--- config.mk ---
export PLATFORM = sky130hd
export DESIGN_NAME = reg_writeback
export DESIGN_NICKNAME = d
export VERILOG_FILES = /design/src/rtl/reg_writeback.sv
export SDC_FILE = /design/constraint.sdc
export NUM_CORES = 1
export LEC_CHECK = 0
export CAP_MARGIN = 25
export CORE_ASPECT_RATIO = 1.75
export CORE_UTILIZATION = 47
export CTS_CLUSTER_DIAMETER = 60
export DETAILED_ROUTE_END_ITERATION = 10
export PLACE_DENSITY = 0.76
export SLEW_MARGIN = 5
export SYNTH_ARGS = -nofsm -noshare
export SYNTH_HDL_FRONTEND = slang
export SYNTH_SLANG_ARGS = --single-unit
--- constraint.sdc ---
create_clock -name clk -period 2.5 [get_ports clk]
set_input_delay 0.375 -clock clk [delete_from_list [all_inputs] [get_ports clk]]
set_output_delay 0.375 -clock clk [all_outputs]
set_load 0.005 [all_outputs]
--- src/rtl/reg_writeback.sv ---
// Write-back queue merging ALU and load results into one register-file write port.
// Optional WB_FORWARD_EN adds q_fwd_valid/q_fwd_data forwarding of the youngest queued match.
module reg_writeback #(
  parameter int DEPTH = 4
) (
  input  logic                      clk,
  input  logic                      rst,
  input  logic                      alu_valid,
  output logic                      alu_ready,
  input  logic [4:0]                alu_rd,
  input  logic [31:0]               alu_data,
  input  logic                      ld_valid,
  output logic                      ld_ready,
  input  logic [4:0]                ld_rd,
  input  logic [31:0]               ld_data,
  input  logic                      wb_stall,
  output logic                      wb_we,
  output logic [4:0]                wb_addr,
  output logic [31:0]               wb_data,
  input  logic [4:0]                q_addr,
  output logic                      q_busy,
`ifdef WB_FORWARD_EN
  output logic                      q_fwd_valid,
  output logic [31:0]               q_fwd_data,
`endif
  output logic [$clog2(DEPTH):0]    count
);

  localparam int AW = $clog2(DEPTH);
  localparam int CW = AW + 1;

  logic [4:0]    rd_mem   [DEPTH];
  logic [31:0]   data_mem [DEPTH];

  logic [AW-1:0] wr_ptr_reg;
  logic [AW-1:0] rd_ptr_reg;
  logic [CW-1:0] count_reg;
  logic [CW-1:0] count_next;

  logic          not_full;
  logic          not_empty;
  logic          ld_fire;
  logic          alu_fire;
  logic          enq;
  logic          deq;
  logic [4:0]    enq_rd;
  logic [31:0]   enq_data;
  logic [DEPTH-1:0] slot_hit;

  // Full-ness comes from the registered count only, so a dequeue never frees a slot the same cycle.
  assign not_full  = count_reg < CW'(DEPTH);
  assign not_empty = count_reg != '0;

  assign ld_ready  = !rst || not_full;
  assign alu_ready = !rst || (not_full && !ld_valid);

  assign ld_fire   = ld_valid && ld_ready;
  assign alu_fire  = alu_valid && alu_ready;
  assign enq_rd    = ld_fire ? ld_rd : alu_rd;
  assign enq_data  = ld_fire ? ld_data : alu_data;
  // Writes to x0 complete the handshake but never occupy a slot.
  assign enq       = (ld_fire || alu_fire) && (enq_rd != 5'd0);

  assign wb_we     = not_empty && !wb_stall;
  assign deq       = wb_we;
  assign wb_addr   = not_empty ? rd_mem[rd_ptr_reg]   : 5'd0;
  assign wb_data   = not_empty ? data_mem[rd_ptr_reg] : 32'd0;

  assign count_next = count_reg + CW'(enq) - CW'(deq);
  assign count      = count_reg;

  always_ff @(posedge clk or negedge rst) begin
    if (!rst) begin
      wr_ptr_reg <= '0;
      rd_ptr_reg <= '0;
      count_reg  <= '0;
    end else begin
      if (enq) wr_ptr_reg <= wr_ptr_reg + AW'(1);
      if (deq) rd_ptr_reg <= rd_ptr_reg + AW'(1);
      count_reg <= count_next;
    end
  end

  always_ff @(posedge clk) begin
    if (enq) begin
      rd_mem[wr_ptr_reg]   <= enq_rd;
      data_mem[wr_ptr_reg] <= enq_data;
    end
  end

  // A slot is live when its distance from the head is below count.
  generate
    for (genvar gi = 0; gi < DEPTH; gi++) begin : g_slot
      logic [AW-1:0] age;
      assign age          = AW'(gi) - rd_ptr_reg;
      assign slot_hit[gi] = ({1'b0, age} < count_reg) && (rd_mem[gi] == q_addr);
    end
  endgenerate

  assign q_busy = (q_addr != 5'd0) && (|slot_hit);

`ifdef WB_FORWARD_EN
  assign q_fwd_valid = q_busy;

  // Walk oldest to youngest so the last hit wins.
  always_comb begin
    q_fwd_data = 32'd0;
    for (int k = 0; k < DEPTH; k++) begin
      if (q_busy && slot_hit[rd_ptr_reg + AW'(k)])
        q_fwd_data = data_mem[rd_ptr_reg + AW'(k)];
    end
  end
`endif

endmodule

==> flow_metrics.env <==
export IMPL_worst_slew_pin_slew_ps=433
export IMPL_synth_fp_nets=465
export IMPL_finalClockSkew_ps=9.62
export IMPL_final_setup_tns_ps=-64.0
export IMPL_finalCritPeriodShare_pct=101
export IMPL_die_h_um=162
export IMPL_die_area_sq_mm=0.0151
export IMPL_hold_violations=0
export IMPL_htreeDepth=4
export IMPL_ys_seq_area_share_pct=67.5
export IMPL_core_sq_mm=0.0143
export IMPL_drv_cap=0
export IMPL_grt_setup_unrepaired="true"
export IMPL_num_rows=58
export IMPL_syn_inst=370
export IMPL_worst_setup_path_end_kind="primary output"
export IMPL_crit_fanout=7
export IMPL_cp_startpoint="rd_ptr_reg[0]"
export IMPL_largest_reg_flops=128
export IMPL_regArea_sq_mm=0.00462
export IMPL_final_instance_count_excl_fill=722
export IMPL_clk_pin_slew_ps=60
export IMPL_cts_tree="yes"
export IMPL_synth_top_area_cell="edfxtp_1"
export IMPL_cts_sinks=155
export IMPL_n_fill_cell=970
export IMPL_worst_path_most_repeated_cell="buf_12"
export IMPL_cts_made_buffers=17
export IMPL_power_mw=11.1
export IMPL_grt_first_pass_wirelength_um=22300
export IMPL_placedCellCount=681
export IMPL_crit_cells=6
export IMPL_setup_viol=3
export IMPL_regToRegEndpoint="count[2]"
export IMPL_remaining_drc_errors=0
export IMPL_drive_gt1_share_pct=31.7
export IMPL_avgViaCountPerCell=5.37
export IMPL_p_per_area_mw_per_mm2=1180
export IMPL_syn_to_final_growth_pct=37.5
export IMPL_r2r_start="count[1]"
export IMPL_synth_area_leaders="edfxtp_1, mux4_2, mux2_2, nor2b_1, dfrtp_1"
export IMPL_synth_top_area_share_pct=64.9
export IMPL_antenna_found_initial=0
export IMPL_grt_max_degree=38
export IMPL_antenna_left=0
export IMPL_fin_crit_ps=2530
export IMPL_hp_class="input pin to asynchronous set/reset pin"
export IMPL_n_antenna_cell=0
export IMPL_grt_pass1_vias=4089
export IMPL_path_cells="buf_12 -> buf_16 -> buf_12 -> mux4_2 -> nor2b_1 -> dlygate4sd2_1"
export IMPL_io_pins=128
export IMPL_start_util_pct=47.9
export IMPL_r2r_setup_slack_ps=290
export IMPL_r2r_cells=10
export IMPL_critPathMaxStageDelay_ps=490
export IMPL_clk_path_buf_depth=2
export IMPL_multi_input_comb_area_sq_mm=0.00217
export IMPL_portBuffers=127
export IMPL_timing_final_ws_setup_ps=-29.1
export IMPL_path_delay_family="buffers and inverters"
export IMPL_synthesis_area_sq_mm=0.00685
export IMPL_avgSynthCellArea_sq_um=18.5
export IMPL_fin_nets=624
export IMPL_violations="setup timing"
export IMPL_cp_data_required_time_ps=2120
export IMPL_cts_hold_buf=0
export IMPL_drtIter0Drc=206
export IMPL_hpwl_um=9450
export IMPL_critPathCapture="wb_data[17]"
export IMPL_root_buffer="clkbuf_16"
export IMPL_synth_cell_types=31
export IMPL_crit_type="flop to primary output"
export IMPL_ys_seq_elements=155
export IMPL_grt_remaining_overflow=0
export IMPL_status="complete, but fails checks"
export IMPL_wl_per_cell_um=20.1
export IMPL_routed_wl_um=14500
export IMPL_yosysWarningCount=0
export IMPL_worst_ep_arrival_time_ps=2150
export IMPL_crit_path_top_delay_cell="mux4_2"
export IMPL_slew_viol_final=0
export IMPL_die_x_um=93.2
export IMPL_grt_usage_pct=20.5
export IMPL_cp_buffers_inverters=4
export IMPL_fmax_mhz=395
export IMPL_gp_congestion=0.798
export IMPL_startpoint_type="flop"
export IMPL_peakVddDrop_uv=694
export IMPL_p_leak_nw=3.36
export IMPL_firstDrtPassIters=4
export IMPL_vias=3880
export IMPL_clk_latency_ps=420
export IMPL_maxSlewHeadroom_pct=70.9
cell usage after synthesis:
library cell / instances
edfxtp_1: 148
nor2b_1: 39
mux2_2: 37
mux4_2: 37
xnor2_1: 14
xor2_1: 12
inv_1: 11
ha_1: 10
clkbuf_1: 9
buf_2: 7
dfrtp_1: 7
a21oi_1: 5
buf_1: 5
and2_2: 4
nand2_1: 3
a2111oi_0: 2
a221oi_1: 2
nand4_1: 2
nor2_1: 2
nor4_1: 2
or4_1: 2
a21oi_2: 1
buf_4: 1
fa_1: 1
inv_2: 1
mux2_4: 1
nor3_1: 1
o21ai_0: 1
o21ai_1: 1
o311a_4: 1
or4_4: 1
cell usage in the layout, fill, tap and decap left out, drive strengths merged, types with 6 or more instances in the layout:
cell	netlist	final
ha	10	10
inv	12	19
dfrtp	7	7
mux4	37	37
nor2b	39	39
dlygate4sd2	0	35
clkbuf	9	21
xor2	12	12
a21oi	6	6
mux2	38	38
buf	13	36
clkdlybuf4s50	0	83
edfxtp	148	148
xnor2	14	14
worst min path at each step:
stage | start | endpoint | slack, ps | cells after the start
after floorplan | rst | count[0] | 80 | 0
after global placement | wr_ptr_reg[1] | wr_ptr_reg[1] | 560 | 1
after detailed placement | wr_ptr_reg[1] | wr_ptr_reg[1] | 590 | 1
after CTS | rst | count[2] | 330 | 2
after global routing | rst | count[1] | 330 | 2
final | rst | count[2] | 340 | 2
report_power, final:
part / internal [mW] / switching [mW] / total (mW)
Combinational: 2.52 / 2.02 / 4.54
Clock: 1.61 / 1.08 / 2.69
Sequential: 3.67 / 0.239 / 3.91
Total: 7.81 / 3.34 / 11.1
metal layers:
layer,GRT usage (%),up-vias,part of all wire (%)
li1,-,1764,-
met2,39.0,116,59
met4,7.20,0,2.2
met1,22.2,1977,36
met5,0,-,0
met3,3.98,23,3.4
repair_timing:
action	4_1_cts	5_1_grt
gates cloned	3	0
resized for setup	66	16
setup endpoints to repair	39	8
buffers inserted	2	4
pin swaps	9	3
worst reg2reg max path: cells and delay by family (launching register included):
family | cells | cell delay (ps)
XOR/XNOR | 2 | 270
flip-flops | 1 | 380
AND/OR/NAND/NOR | 2 | 370
buffers and inverters | 3 | 260
adder cells (fa/ha/maj) | 3 | 810
final cells by class:
type,count,area share (%)
sequential,155,49.1
multi-input combinational,181,23.1
timing repair buffer,162,18.3
clock buffer,17,4.52
tap,180,2.39
clock inverter,15,2.19
inverter,12,0.479
logic make-up (layout without fill, tap and decap cells):
kind of cell	after synthesis	in the layout	synth area share, %
buffers and inverters	34	206	2.05
multiplexers	75	75	18.5
XOR/XNOR	26	26	3.33
AO/OA/AOI/OAI	13	13	1.46
flip-flops	155	155	67.5
AND/OR/NAND/NOR	56	56	5.10
adder cells (fa/ha/maj)	11	11	2.12
stage by stage:
step	setup slack (ps)	hold WS, ps	instance area, sq um	util, %
after global placement	-422	560	8610	60.2
after floorplan	38.6	79.4	6850	-
after CTS	-142	330	9360	65.5
after detailed placement	-485	588	8610	60.2
after global routing	-110	328	9410	65.8
final	-29.1	342	9410	65.8
Power figures use the tool's default switching activity.
